### config.mk
export PLATFORM = sky130hd
export DESIGN_NAME = index_display_driver
export DESIGN_NICKNAME = d
export VERILOG_FILES = /design/src/rtl/index_display_driver.sv
export SDC_FILE = /design/constraint.sdc
export NUM_CORES = 1
export LEC_CHECK = 0
export BUFFER_PORTS_ARGS = -buffer_cell sky130_fd_sc_hd__buf_2
export CAP_MARGIN = 10
export CORE_AREA = 2 2 94 96
export CTS_BUF_LIST = sky130_fd_sc_hd__clkbuf_8
export DETAILED_ROUTE_END_ITERATION = 6
export DIE_AREA = 0 0 96 98
export PLACE_DENSITY = 0.62
export SYNTH_ARGS = -nofsm -noshare
export SYNTH_HDL_FRONTEND = slang
export SYNTH_SLANG_ARGS = --single-unit
### constraint.sdc
create_clock -name clk -period 1.8 [get_ports clk]
set_input_delay 0.36 -clock clk [delete_from_list [all_inputs] [get_ports clk]]
set_output_delay 0.36 -clock clk [all_outputs]
set_load 0.02 [all_outputs]
### src/rtl/index_display_driver.sv
// index_display_driver
//   Shows the current image index as a hex digit on a 4-digit common-anode
//   seven-segment display. The digits are scanned one at a time. After every
//   index change, digit 3 and the digit-0 decimal point flash briefly to show
//   the direction of the step (forward / backward / jump).
//
// Parameters
//   INDEX_W      width of image_index (1..4)
//   REFRESH_DIV  clk cycles each digit is held active (>= 2)
//   FLASH_CYCLES length of the change-indicator window in clk cycles (>= 1)
//
// Ports
//   clk          system clock
//   reset        synchronous reset, active-low
//   image_index  current image index, synchronous to clk
//   an           digit enables, active-low, an[0] = rightmost digit
//   seg          segments {g,f,e,d,c,b,a}, active-low
//   dp           decimal point, active-low
module index_display_driver #(
  parameter int unsigned INDEX_W      = 2,
  parameter int unsigned REFRESH_DIV  = 100000,
  parameter int unsigned FLASH_CYCLES = 50000000
) (
  input  logic               clk,
  input  logic               reset,
  input  logic [INDEX_W-1:0] image_index,
  output logic [3:0]         an,
  output logic [6:0]         seg,
  output logic               dp
);

  localparam int unsigned CntW   = (REFRESH_DIV > 1) ? $clog2(REFRESH_DIV) : 1;
  localparam int unsigned TimerW = $clog2(FLASH_CYCLES + 1);

  localparam logic [CntW-1:0]   RefreshLast = CntW'(REFRESH_DIV - 1);
  localparam logic [TimerW-1:0] FlashLoad   = TimerW'(FLASH_CYCLES);

  localparam logic [6:0] SegBlank = 7'b1111111;
  localparam logic [6:0] SegFwd   = 7'b1111110;  // only a
  localparam logic [6:0] SegBwd   = 7'b1110111;  // only d
  localparam logic [6:0] SegJump  = 7'b0111111;  // only g

  typedef enum logic [1:0] {DirNone, DirFwd, DirBwd, DirJump} dir_e;

  logic [CntW-1:0]    refresh_cnt_q, refresh_cnt_d;
  logic [1:0]         digit_sel_q, digit_sel_d;
  logic [INDEX_W-1:0] idx_q, idx_d;
  logic [TimerW-1:0]  timer_q, timer_d;
  dir_e               dir_q, dir_d;
  logic               first_q, first_d;
  logic [3:0]         an_q, an_d;
  logic [6:0]         seg_q, seg_d;
  logic               dp_q, dp_d;

  logic               change;
  logic               flash_active;
  logic [INDEX_W-1:0] idx_inc, idx_dec;

  function automatic logic [6:0] hex_glyph(input logic [3:0] v);
    logic [6:0] g;
    g = SegBlank;
    case (v)
      4'h0: g = 7'b1000000;
      4'h1: g = 7'b1111001;
      4'h2: g = 7'b0100100;
      4'h3: g = 7'b0110000;
      4'h4: g = 7'b0011001;
      4'h5: g = 7'b0010010;
      4'h6: g = 7'b0000010;
      4'h7: g = 7'b1111000;
      4'h8: g = 7'b0000000;
      4'h9: g = 7'b0010000;
      4'hA: g = 7'b0001000;
      4'hB: g = 7'b0000011;
      4'hC: g = 7'b1000110;
      4'hD: g = 7'b0100001;
      4'hE: g = 7'b0000110;
      default: g = 7'b0001110;
    endcase
    return g;
  endfunction

  // Change detection, direction and flash timer.
  always_comb begin
    idx_d   = image_index;
    first_d = 1'b0;
    timer_d = timer_q;
    dir_d   = dir_q;

    idx_inc = idx_q + INDEX_W'(1);
    idx_dec = idx_q - INDEX_W'(1);
    // The load right after reset is not a user action, so it never flashes.
    change  = (image_index != idx_q) && !first_q;

    if (change) begin
      timer_d = FlashLoad;
      // Forward is tested first so it wins when +1 and -1 coincide (INDEX_W=1).
      if (image_index == idx_inc) begin
        dir_d = DirFwd;
      end else if (image_index == idx_dec) begin
        dir_d = DirBwd;
      end else begin
        dir_d = DirJump;
      end
    end else if (timer_q != '0) begin
      timer_d = timer_q - TimerW'(1);
    end
  end

  // Digit scan.
  always_comb begin
    refresh_cnt_d = refresh_cnt_q + CntW'(1);
    digit_sel_d   = digit_sel_q;
    if (refresh_cnt_q == RefreshLast) begin
      refresh_cnt_d = '0;
      digit_sel_d   = digit_sel_q + 2'd1;
    end
  end

  // Output decode, registered so image_index never reaches a pin combinationally.
  always_comb begin
    flash_active = (timer_q != '0);
    an_d         = ~(4'b0001 << digit_sel_q);
    seg_d        = SegBlank;
    dp_d         = 1'b1;

    unique case (digit_sel_q)
      2'd0: begin
        seg_d = hex_glyph(4'(idx_q));
        dp_d  = !flash_active;
      end
      2'd1, 2'd2: seg_d = SegBlank;
      2'd3: begin
        if (flash_active) begin
          case (dir_q)
            DirFwd:  seg_d = SegFwd;
            DirBwd:  seg_d = SegBwd;
            DirJump: seg_d = SegJump;
            default: seg_d = SegBlank;
          endcase
        end
      end
      default: seg_d = SegBlank;
    endcase
  end

  always_ff @(posedge clk) begin
    if (!reset) begin
      refresh_cnt_q <= '0;
      digit_sel_q   <= 2'd0;
      idx_q         <= '0;
      timer_q       <= '0;
      dir_q         <= DirNone;
      first_q       <= 1'b1;
      an_q          <= 4'b1111;
      seg_q         <= SegBlank;
      dp_q          <= 1'b1;
    end else begin
      refresh_cnt_q <= refresh_cnt_d;
      digit_sel_q   <= digit_sel_d;
      idx_q         <= idx_d;
      timer_q       <= timer_d;
      dir_q         <= dir_d;
      first_q       <= first_d;
      an_q          <= an_d;
      seg_q         <= seg_d;
      dp_q          <= dp_d;
    end
  end

  assign an  = an_q;
  assign seg = seg_q;
  assign dp  = dp_q;

endmodule

* Word-level counts from Yosys, hierarchy flattened *
Index checks and enable logic that the tools add are counted.

cells by class
  $add $sub $neg = 5
  eq/ne operators = 13
  shifts and indexed selects = 1
  mux-type cells = 9
  bitwise logic cells = 2
  reductions and logical operators = 11

operators by type and width
  operator                 number
  $mux W26                 2
  $pmux W7 S3              2
  $pmux W7 S4              1
  $reduce_bool A26 Y1      1
  $sub A26 B1 Y26 const B  1
  $add A17 B1 Y17 const B  1
  $eq A17 B17 Y1 const B   1
  $eq A2 B2 Y1 const B     6
  $mux W7                  1
  $eq A2 B1 Y1 const B     3
  $reduce_or A2 Y1         3
  $add A2 B1 Y2 const B    2
  $eq A2 B2 Y1             2
  $logic_not A2 Y1         2
  $not A4 Y4               1
  $shl A1 B2 Y4 const A    1
  $logic_not A1 Y1         2
  $mux W1                  2
  $mux W2                  1
  $ne A2 B2 Y1             1
  $reduce_and A2 Y1        1
  $reduce_bool A2 Y1       1
  $sub A2 B1 Y2 const B    1
  $logic_and A1 B1 Y1      1
  $not A1 Y1               1

word-level totals
  register bits = 62

* Logic depth before layout (Yosys ltp) *
Gate-level depths: netlist (run 1).

  depth in word-level cells = 4
  depth in mapped cells = 7

* Worst setup path before layout (run 1) *
OpenSTA, ideal clock, no wires.

  path kind = reg2reg
  start = register timer_q[19]
  end = register timer_q[24]
  arrival = 1.687 ns
  required time = 1.684 ns
  slack = -0.003 ns
  cell stages (with the launch flop) = 6
  path buffers = 0
  clock period less this slack = 1.803 ns
  path through = dfxtp_1 > or4_4 > or3_1 > nor3_1 > mux2i_1 > nor2_2

on the way
  word-level cells in the longest chain between the ends = 1
  elaborated cells between the ends (all ways) = 2
  those cells by class = add/sub: 1; reduce/logical: 1

ends and longest elaborated chain
  item                                                    RTL line  RTL
  start, declared                                         48        logic [TimerW-1:0] timer_q, timer_d;
  start signal, assigned                                  162       timer_q <= timer_d;
  $sub A26 B1 Y26 or $reduce_bool A26 Y1 (tied branches)  106, 105

Parallel ways exist; a longest one is shown, timed or not.
A chain may end at the register's enable or synchronous reset.

* Worst setup path in the final report (run 1) *
Ends and elaborated chain as after synthesis.

==> metrics.md, run 1 <==
| Metric | Value |
|---|---|
| Max-cap violations | 0 |
| Hold Crit Class | in2reg |
| Placed cells | 469 |
| Row count | 34 |
| Synth Area in Compound Gates | 11.1% |
| DP HPWL | 4.37 mm |
| Simple-Gate Fraction of Synth Area | 28.0% |
| Detail Route Antenna Nets | 0 |
| VDD IR-drop max | 0.000507 V |
| Post-Syn Nets | 334 |
| Crit path time final | 1830 ps |
| Share of cells above drive strength 1 | 28.8% |
| Worst-path cell chain | or4_4 -> or3_4 -> nor3_4 -> mux2i_1 -> nor2_2 |
| Layout Nets | 388 |
| Final Skew | 7.21 ps |
| Worst skew pair latency | 340 ps |
| TritonCTS clock tree | done |
| Final Hold Viols | 0 |
| Via count | 2431 |
| Routability cong. | 0.803 |
| Die Ht | 98 µm |
| Slew Limit Fails | 0 |
| Startpoint Class | flip-flop |
| Yosys top cell area share | 42.3% |
| Endpoint type of the worst setup path | flip-flop |
| Total I/O pin count | 16 |
| Setup Viol. Count Final | 2 |
| Layout area overhead | 27.7% |
| Clock sink total | 61 |
| Worst path slowest cell | or4_4 |
| Worst Path Max Fanout | 5 |
| Syn avg cell area | 9.01 µm² |
| Initial antenna violation count | 0 |
| H-tree depth | 3 |
| Drt via density | 4.99 |
| Worst-margin pin slew | 361 ps |
| Crit Path Category | reg2reg |
| Clock-pin slew on the worst setup and hold paths | 70 ps |
| Post-Synth Adder-Cell Area | 4.34% |
| Violated checks | negative setup slack |
| Synth area leader | dfxtp_1 |
| Mux cell area share after synthesis | 0.694% |
| Full die area | 0.00941 mm² |
| Post-synth EDFFs | 0 |
| Leakage Power | 1.42 nW |
| Fin util | 43.5% |
| Max incr delay on CP | 540 ps |
| 1st-iter DRT viols | 90 |
| FMAX | 546 MHz |
| Post-Syn Instances | 320 |
| Async SR Flop Fraction | 0% |
| Die X | 96 µm |
| Top_reg_cell synth | dfxtp_1 |
| Largest family of logic cells by synthesized area | simple AND/OR/NAND/NOR gates |
| Core area | 0.00847 mm² |
| Arr. time, crit path | 2070 ps |
| Num CTS Buffers | 9 |
| Max_slew headroom | 75.7% |
| Distinct cells, synth | 49 |
| Placed cell areas | 0.00334 mm² |
| DRT Wirelength | 6.20 mm |
| Hold buffer count at cts | 0 |
| Cell area after layout | 0.00368 mm² |
| Pre-Repair DR Iteration Count | 4 |
| Final Cycle Share | 102% |
| Clock buffer depth | 2 |
| CP required | 2040 ps |
| #FFs+latches synth | 61 |
| Status | finished with violations |
| Routed WL per cell | 12.7 µm |
| Largest net degree at the start of global routing | 15 |
| Vias in the first global route | 2244 |
| ANT cells | 0 |
| Post-Layout Cell Count | 487 |
| Fillers | 817 |
| # DRC | 0 |
| Starting Density | 34.1% |
| XOR/XNOR Fraction of Synth Area | 10.0% |
| Setup ws final | -33.2 ps |
| PwrDens | 1020 mW/mm² |
| Post-Place Worst Slack | -44.6 ps |
| Clock root buffer | clkbuf_8 |
| Port bufs | 15 |
| First-pass GRT wire length | 10.1 mm |
| RSZ-0062 raised after global routing | true |
| Total Routing Usage GR | 13.9% |
| Top cells by area in the synthesized netlist | dfxtp_1 42%, nor2_1 6.5%, xnor2_1 5.2% |
| Grt total ovfl | 0 |
| WHS | 253 ps |
| Sequential fraction of the synthesis area | 42.3% |
| Synth warn | 0 |
| Post-Syn Area | 0.00288 mm² |
[Yosys cell counts (all sizes together), types with 7 or more instances]
master	count
dfxtp	61
inv	12
a21oi	9
nor3	12
a31oi	7
nor4	10
xor2	16
ha	10
o21ai	13
or3	12
nand2	16
nand4	7
xnor2	17
nor2	52
nand3	11
[through the flow]
step	power [mW]	TNS [ps]
after global placement	2.50	-39.0
after detailed placement	2.52	-103
after CTS	3.66	-40.6
after global routing	3.97	-354
after floorplan	2.18	0
final	3.75	-34.7
[state kept, by name, summed over array words and instances, names as in the netlist]
name and flops:
refresh_cnt_q 17, digit_sel_q 2, dir_q 2, an 4, first_q 1, seg 6
dp 1, idx_q 2, timer_q 26
[critical path: cells and delay by family, from the launching register on]
family,cells,cell delay (ps)
simple gates,4,1130
flops,1,350
mux,1,250
[cell usage in the layout (no fill, tap or decap), drive strengths merged, types with 3 or more instances in the layout]
cell type,netlist,final
o21ai,13,13
clkinv,1,5
nor2,52,52
ha,10,10
or3,12,12
a211oi,3,3
a31oi,7,7
nand2,16,16
and4,3,3
xnor2,17,17
or4,5,5
dfxtp,61,61
clkbuf,6,10
o31ai,3,3
and2,4,4
xor2,16,16
buf,4,53
nor3,12,12
nor4,10,10
inv,12,12
and3,3,3
a21oi,9,9
o211ai,5,5
nand3,11,11
nand4,7,7
[worst paths after layout]
path	start	end	slack, ps	cells after the start
worst min register to register	refresh_cnt_q[0]$_SDFF_PP0_	refresh_cnt_q[0]$_SDFF_PP0_	460	1
worst max register to register	timer_q[19]$_SDFFE_PN0P_	timer_q[24]$_SDFFE_PP0P_	-30	5
worst max-delay path	timer_q[19]$_SDFFE_PN0P_	timer_q[24]$_SDFFE_PP0P_	-30	5
worst min-delay path	image_index[0]	idx_q[0]$_SDFF_PN0_	250	2
[logic make-up after synthesis]
family / after synthesis
xor gates and xnor gates: 33
DFF: 61
buffers and inverters: 23
muxes: 2
adders and majority gates: 10
AOI/OAI and AO/OA: 48
and+or+nand+nor: 143
[metal layers]
metal	GRT usage (%)	up-vias	share of wire, %
li1	-	1236	-
met1	17.8	1157	48
met2	21.3	32	47
met3	5.79	6	3.4
met4	4.29	0	1.3
met5	0	-	0
[power by group]
group | total [mW] | internal (mW) | switching (mW)
Sequential | 1.59 | 1.46 | 0.126
Combinational | 1.09 | 0.534 | 0.553
Clock | 1.08 | 0.530 | 0.548
Total | 3.75 | 2.53 | 1.23
[layout make-up]
type                    count  area (µm²)  area share [%]
clock buffers              10         138            3.74
clock inverters             6        38.8            1.05
inverters                  13        48.8            1.33
multi-input cells         236        1690            46.0
flip-flops and latches     61        1230            33.4
well taps                 108         135            3.67
repair buffers             53         397            10.8
[timing repair]
item                       in CTS  in global routing
resized for setup               9                 29
pin swaps                       2                 17
setup endpoints to repair       9                 22
buffers inserted                0                  3
cloned                          0                  0
Power figures use the tool's default switching activity.
==> run 2: changes to the inputs <==
ABC_AREA = 1   (was not set)
CORE_AREA = 2 2 98 100   (was 2 2 94 96)
DIE_AREA = 0 0 100 102   (was 0 0 96 98)
MAX_ROUTING_LAYER = met4   (was not set)
==> run 2 against run 1 <==
The flow now finishes without violations; fmax rose by 16%; count of clock-buffer cells in the layout shrank 1; synthesized area grew 8.8%; register-to-register slack better by 260 ps; critical endpoint is now timer_q[4]$_SDFFE_PP0P_; largest cell class unchanged; largest power group unchanged.
==> metrics.md, run 2 <==
| Metric | Value |
|---|---|
| Post-CTS sizing | 0 (-9) |
| Reg-to-reg startpoint | timer_q[0]$_SDFFE_PP0P_ |
| Starting Density | 34.4% (+0.37 points) |
| Clock buffer depth | 2 (unchanged) |
| Startpoint Class | flip-flop |
| Endpoint type of the worst setup path | flip-flop |
| Final Hold Viols | 0 (unchanged) |
| Max incr delay on CP | 310 ps (-230 ps) |
| First-pass GRT wire length | 11.5 mm (+13%) |
| Die Ht | 102 µm (+4.1%) |
| Via count | 2762 (+14%) |
| Worst-path cell chain | inv_1 -> ha_1 -> inv_2 -> nor2_4 -> nand3_2 -> nor2_4 -> nor2_1 -> nand2_1 -> a21oi_1 |
| Crit path time final | 1580 ps (-257 ps) |
| Post-Syn Nets | 456 (+37%) |
| Layout area overhead | 11.7% |
| Share of cells above drive strength 1 | 14.6% (-14 points) |
| Most used cell, CP | nor2_4 |
| Top cells by area in the synthesized netlist | dfxtp_1 39%, nand2_1 12%, nor2_1 9.0% |
| Row count | 35 (+2.9%) |
| Total Routing Usage GR | 14.6% (+0.69 points) |
| Core area | 0.00911 mm² (+7.6%) |
| ANT cells | 0 (unchanged) |
| Post-CTS Setup Inserts | 0 (unchanged) |
| Port bufs | 15 (unchanged) |
| Most frequent cell after synthesis | nand2_1 |
| Setup TNS | 0 ps (+34.7 ps) |
| Crit path launch | timer_q[0]$_SDFFE_PP0P_ |
| XOR/XNOR Fraction of Synth Area | 2.51% (-7.5 points) |
| Initial antenna violation count | 0 (unchanged) |
| Status | finished, final reports clean |
| Multi-input logic area | 0.00166 mm² (-1.8%) |
| Hold Path Origin | image_index[0] |
| Placed cell areas | 0.00331 mm² (-0.94%) |
| Post-Synth Adder-Cell Area | 3.99% (-0.35 points) |
| Register area | 0.00122 mm² (-0.81%) |
| Final Cycle Share | 87.6% (-14 points) |
| Clock sink total | 61 (unchanged) |
| Slew Limit Fails | 0 (unchanged) |
| 1st-iter DRT viols | 98 (+8.9%) |
| Num CTS Buffers | 9 (unchanged) |
| Layout Nets | 476 (+23%) |
| Design Power | 3.41 mW (-9.1%) |
| Syn avg cell area | 7.10 µm² (-21%) |
| H-tree depth | 3 (unchanged) |
| Busiest grt layer | met2 |
| FMAX | 634 MHz (+16%) |
| Synth warn | 0 (unchanged) |
| Grt met1 use | 18.0% (+0.21 points) |
| Largest net degree at the start of global routing | 17 (+2) |
| Detail Route Antenna Nets | 0 (unchanged) |
| Hold Crit Class | in2reg |
| Full die area | 0.0102 mm² (+8.4%) |
| Arr. time, crit path | 1780 ps (-290 ps) |
| Async SR Flop Fraction | 0% (unchanged) |
| Total I/O pin count | 16 (unchanged) |
| Max-cap violations | 0 (unchanged) |
| Cell area after layout | 0.00350 mm² (-4.9%) |
| Worst-margin pin slew | 456 ps (+95.4 ps) |
| Max_slew headroom | 69.5% (-6.2 points) |
| CP required | 2000 ps (-40 ps) |
| M2 GR Usage | 23.1% (+1.8 points) |
| DRT Wirelength | 6.61 mm (+6.7%) |
| Worst path slowest cell | dfxtp_1 |
| RSZ-0062 raised after global routing | false |
| Hold buffer count at cts | 0 (unchanged) |
| Die X | 100 µm (+4.2%) |
| Final Skew | 10.1 ps (+2.90 ps) |
| Mux cell area share after synthesis | 0% (-0.69 points) |
| Clock-pin slew on the worst setup and hold paths | 70 ps (about the same) |
| PwrDens | 975 mW/mm² (-4.4%) |
| Clock root buffer | clkbuf_8 |
| Pre-Repair DR Iteration Count | 4 (unchanged) |
| Crit Path Category | reg2reg |
| Top cells by count, synth | 97 x nand2_1, 75 x nor2_1, 61 x dfxtp_1 |
| Synth Area in Compound Gates | 8.97% (-2.2 points) |
| Vias in the first global route | 2562 (+14%) |
| Grt total ovfl | 0 (unchanged) |
| Top_reg_cell synth | dfxtp_1 |
| Commonest non-fill, non-tap cells in the layout | 97 x nand2_1, 75 x nor2_1, 61 x dfxtp_1, 47 x inv_1, 31 x a21oi_1 |
| Most common cell after layout, fill and taps aside | nand2_1 |
| Routed WL per cell | 11.4 µm (-10%) |
| Biggest register | timer_q |
| Routability cong. | 0.843 (+4.9%) |
| #FFs+latches synth | 61 (unchanged) |
| Yosys top cell area share | 38.9% (-3.4 points) |
| Synth area leader | dfxtp_1 |
| Post-Syn Area | 0.00314 mm² (+8.8%) |
| Worst skew pair latency | 340 ps (about the same) |
| Fillers | 960 (+18%) |
| Setup Viol. Count Final | 0 (-2) |
| DP HPWL | 4.92 mm (+13%) |
| Drt via density | 4.78 (-4.3%) |
| Max FFs per register | 26 (unchanged) |
| Leakage Power | 1.53 nW (+8.3%) |
| Distinct cells, synth | 36 (-27%) |
| Post-synth EDFFs | 0 (unchanged) |
| Post-Syn Instances | 442 (+38%) |
| VDD IR-drop max | 0.000487 V (-3.9%) |
| WHS | 237 ps (-16.6 ps) |
| Worst Path Max Fanout | 7 (+2) |
| Simple-Gate Fraction of Synth Area | 37.5% (+9.6 points) |
| Sequential fraction of the synthesis area | 38.9% (-3.4 points) |
| Largest family of logic cells by synthesized area | simple AND/OR/NAND/NOR gates |
| Met3 track demand over resource | 3.76% (-2.0 points) |
| TritonCTS clock tree | done |
| # DRC | 0 (unchanged) |
## run 2: cell types whose count changed in the layout (fill, tap and decap cells not counted), moves of 7 or more
cell,before,now
nor2_1,50,75
inv_1,12,47
a31oi_1,7,0
nand3_1,11,30
buf_4,33,3
xnor2_1,17,4
xor2_1,16,5
a21oi_1,9,31
or3_1,10,0
nand4_1,5,12
nor2_4,1,8
nand2_1,15,97
## run 2: report_power, final
group | internal, mW | switching, mW | total [mW]
registers | 1.44 | 0.0821 | 1.52
clock network | 0.631 | 0.554 | 1.18
logic | 0.236 | 0.472 | 0.708
total | 2.31 | 1.11 | 3.41
## run 2: metal layers
metal,part of all wire (%),vias to the layer above
met4,0.95,0
met3,2.9,7
met2,46,37
met5,0,-
li1,-,1456
met1,50,1262
## run 2: path summary, 6_finish.rpt
path / depth (start not counted) / slack, ps / to
min: 3 / 240 / idx_q[0]$_SDFF_PN0_
max reg2reg: 9 / 220 / timer_q[4]$_SDFFE_PP0P_
max: 9 / 220 / timer_q[4]$_SDFFE_PP0P_
min reg2reg: 2 / 470 / timer_q[0]$_SDFFE_PP0P_
## run 2: layout make-up
type | count | share of cell area [%]
multi-input cells | 321 | 47.5
flip-flops and latches | 61 | 34.9
inverters | 51 | 5.46
well taps | 111 | 3.96
clock buffers | 9 | 3.54
repair buffers | 18 | 2.79
clock inverters | 7 | 1.93
## run 2: critical path: cells and delay by family (launching register included)
family	cells	cell delay (ps)
AO/OA/AOI/OAI	1	50
adder cells (fa/ha/maj)	1	250
buffers and inverters	2	190
flip-flops	1	310
AND/OR/NAND/NOR	5	630
## run 2: metrics by stage
step	worst slack [ps]	instances	utilization (%)
after floorplan	367	442	-
after global placement	270	562	36.4
after detailed placement	230	562	36.4
after CTS	213	578	38.5
after global routing	11.4	578	38.5
final	224	578	38.5
## run 2: logic make-up after synthesis
family / after synthesis
buffers and inverters: 60
AO/OA/AOI/OAI: 52
adder cells (fa/ha/maj): 10
AND/OR/NAND/NOR: 250
flip-flops: 61
XOR/XNOR: 9
==> run 3: changes to the inputs <==
clock period = 1.3 ns   (was 1.8 ns; I/O delays follow)
==> run 3 against run 2 <==
The flow now finishes with violations (negative setup slack); count of clock-buffer cells in the layout stayed put; non-clock buffer count is 85 higher; die area stayed put; worst setup slack worse by 380 ps; largest power group unchanged.
==> metrics.md, run 3 (synthesized netlist as in run 2, its figures left out) <==
| Metric | Value |
|---|---|
| ANT cells | 0 (unchanged) |
| Clock buffer depth | 2 (unchanged) |
| Leakage Power | 2.17 nW (+41%) |
| Largest net degree at the start of global routing | 23 (+6) |
| Die Ht | 102 µm (unchanged) |
| Fin util | 54.4% (+16 points) |
| Final Skew | 8.08 ps (-2.03 ps) |
| Violated checks | negative setup slack |
| Crit Path Category | reg2reg |
| Port bufs | 15 (unchanged) |
| Reg-to-reg startpoint | timer_q[0]$_SDFFE_PP0P_ |
| Max_slew headroom | 74.6% (+5.0 points) |
| Routability cong. | 0.902 (+7.1%) |
| VDD IR-drop max | 0.000760 V (+56%) |
| Layout area overhead | 58.1% |
| Num CTS Buffers | 9 (unchanged) |
| Pre-Repair DR Iteration Count | 4 (unchanged) |
| Placed cell areas | 0.00396 mm² (+20%) |
| Cell area after layout | 0.00496 mm² (+42%) |
| Setup TNS | -4340 ps (-4340 ps) |
| Hold Crit Class | in2reg |
| Hold depth | 3 (unchanged) |
| M2 GR Usage | 29.4% (+6.3 points) |
| H-tree depth | 3 (unchanged) |
| Grt total ovfl | 0 (unchanged) |
| Grt met1 use | 19.1% (+1.1 points) |
| Max incr delay on CP | 330 ps (+20 ps) |
| P_int | 3.98 mW (+73%) |
| Busiest grt layer | met2 |
| Starting Density | 34.4% (unchanged) |
| Worst path slowest cell | dfxtp_2 |
| Die X | 100 µm (unchanged) |
| WP buf/inv | 2 (unchanged) |
| Setup ws final | -152 ps (-376 ps) |
| Drt via density | 4.84 (+1.2%) |
| Max-cap violations | 0 (unchanged) |
| Clock root buffer | clkbuf_8 |
| WP depth | 8 (-1) |
| Endpoint type of the worst setup path | flip-flop |
| Vias in the first global route | 3131 (+22%) |
| Critical path's top delay family | simple AND/OR/NAND/NOR gates |
| Via count | 3211 (+16%) |
| Share of cells above drive strength 1 | 51.5% (+37 points) |
| Crit path time final | 1450 ps (-124 ps) |
| Worst-path cell chain | inv_2 -> ha_4 -> nand2_4 -> nor2_4 -> nand4_4 -> clkbuf_16 -> nand3_2 -> a21oi_1 |
| # DRC | 0 (unchanged) |
| Crit path launch | timer_q[0]$_SDFFE_PP0P_ |
| Fillers | 795 (-17%) |
| Routed WL per cell | 13.6 µm (+19%) |
| CP required | 1530 ps (-470 ps) |
| First-pass GRT wire length | 13.6 mm (+18%) |
| Worst-margin pin slew | 378 ps (-77.9 ps) |
| Flop pwr share | 35.1% (-9.5 points) |
| PwrDens | 1220 mW/mm² (+25%) |
| Layout Nets | 562 (+18%) |
| RSZ-0062 raised after global routing | true |
| Commonest non-fill, non-tap cells in the layout | 73 x buf_4, 69 x nand2_1, 43 x nor2_1, 42 x dfxtp_1, 39 x inv_1 |
| Total I/O pin count | 16 (unchanged) |
| Clock Power Share | 31.3% (-3.4 points) |
| 1st-iter DRT viols | 115 (+17%) |
| Status | finished with violations |
| Slew Limit Fails | 0 (unchanged) |
| DRT Wirelength | 9.05 mm (+37%) |
| Arr. time, crit path | 1680 ps (-100 ps) |
| Post-Place Worst Slack | -149 ps (-378 ps) |
| Startpoint Class | flip-flop |
| Row count | 35 (unchanged) |
| Comb power frac | 33.6% (+13 points) |
| Detail Route Antenna Nets | 0 (unchanged) |
| Biggest register | timer_q |
| TritonCTS clock tree | done |
| FMAX | 689 MHz (+8.6%) |
| Sw Ratio | 34.1% (+1.6 points) |
| Full die area | 0.0102 mm² (unchanged) |
| WHS | 174 ps (-62.5 ps) |
| Max FFs per register | 26 (unchanged) |
| Clock sink total | 61 (unchanged) |
| Most common cell after layout, fill and taps aside | buf_4 |
| R2R depth | 8 (-1) |
| DP HPWL | 5.54 mm (+13%) |
| Worst Path Max Fanout | 6 (-1) |
| P_sw | 2.06 mW (+86%) |
| Initial antenna violation count | 0 (unchanged) |
| Met3 track demand over resource | 4.04% (+0.27 points) |
| Final Hold Viols | 0 (unchanged) |
| Clock-pin slew on the worst setup and hold paths | 80 ps (about the same) |
| Setup Viol. Count Final | 45 (+45) |
| Core area | 0.00911 mm² (unchanged) |
| Final Cycle Share | 112% (+24 points) |
| Worst skew pair latency | 350 ps (about the same) |
| Total Routing Usage GR | 17.2% (+2.6 points) |
| Hold Path Origin | image_index[1] |
==> run 3: cell count changes in the layout (fill, tap and decap cells not counted), moves of 12 or more <==
cell and delta:
a21oi_1 -16, a21oi_2 +15, buf_4 +70, dfxtp_1 -19, dfxtp_2 +15, nand2_1 -28
nand2_2 +18, nand3_1 -13, nor2_1 -32, nor2_2 +12, nor2_4 +20
==> run 3: what timing repair did <==
item,in CTS,in global routing
pin swaps,27,52
setup buffers,6,5
resized for setup,73,104
endpoints found under the setup margin,48,50
hold buffers,0,0
cloned,0,4
==> run 3: final cells by class <==
class / count / area [µm²] / share of cell area (%)
Multi-Input combinational cell: 322 / 2290 / 46.2
Timing Repair Buffer: 103 / 855 / 17.2
Clock buffer: 9 / 124 / 2.50
Inverter: 51 / 196 / 3.96
Tap cell: 111 / 139 / 2.80
Sequential cell: 61 / 1250 / 25.3
Clock inverter: 7 / 98.8 / 1.99
==> run 3: worst paths after layout <==
path,to,slack [ps]
worst max-delay path,timer_q[15]$_SDFFE_PN0P_,-150
worst min-delay path,idx_q[1]$_SDFF_PN0_,170
worst max register to register,timer_q[15]$_SDFFE_PN0P_,-150
worst min register to register,refresh_cnt_q[16]$_SDFF_PP0_,470
==> run 3: per-layer routing <==
| layer | vias up | wire length [µm] | share of wire [%] |
|---|---|---|---|
| li1 | 1620 | - | - |
| met1 | 1510 | 3760 | 42 |
| met2 | 56 | 4730 | 52 |
| met3 | 25 | 283 | 3.1 |
| met4 | 0 | 278 | 3.1 |
| met5 | - | 0 | 0 |
==> run 3: through the flow <==
| stage | total power, mW | std cells |
|---|---|---|
| 3_5_place_dp | 3.53 | 633 |
| 4_1_cts | 5.71 | 655 |
| 5_1_grt | 6.35 | 664 |
| 3_3_place_gp | 3.51 | 633 |
| 2_1_floorplan | 2.95 | 442 |
| 6_report | 6.05 | 664 |
==> run 3: power by group through the flow <==
stage / clock network (mW) / logic (mW) / registers, mW
finish: 1.89 / 2.03 / 2.12
global route: 2.02 / 2.20 / 2.13
CTS: 1.94 / 1.67 / 2.10
floorplan: 0 / 0.807 / 2.14
global placement: 0 / 1.40 / 2.11
detailed placement: 0 / 1.42 / 2.11
==> run 3: tightest hold or removal path: stages <==
cell	delay, ps
buf_2	130
nand2_1	60
inv_1	30
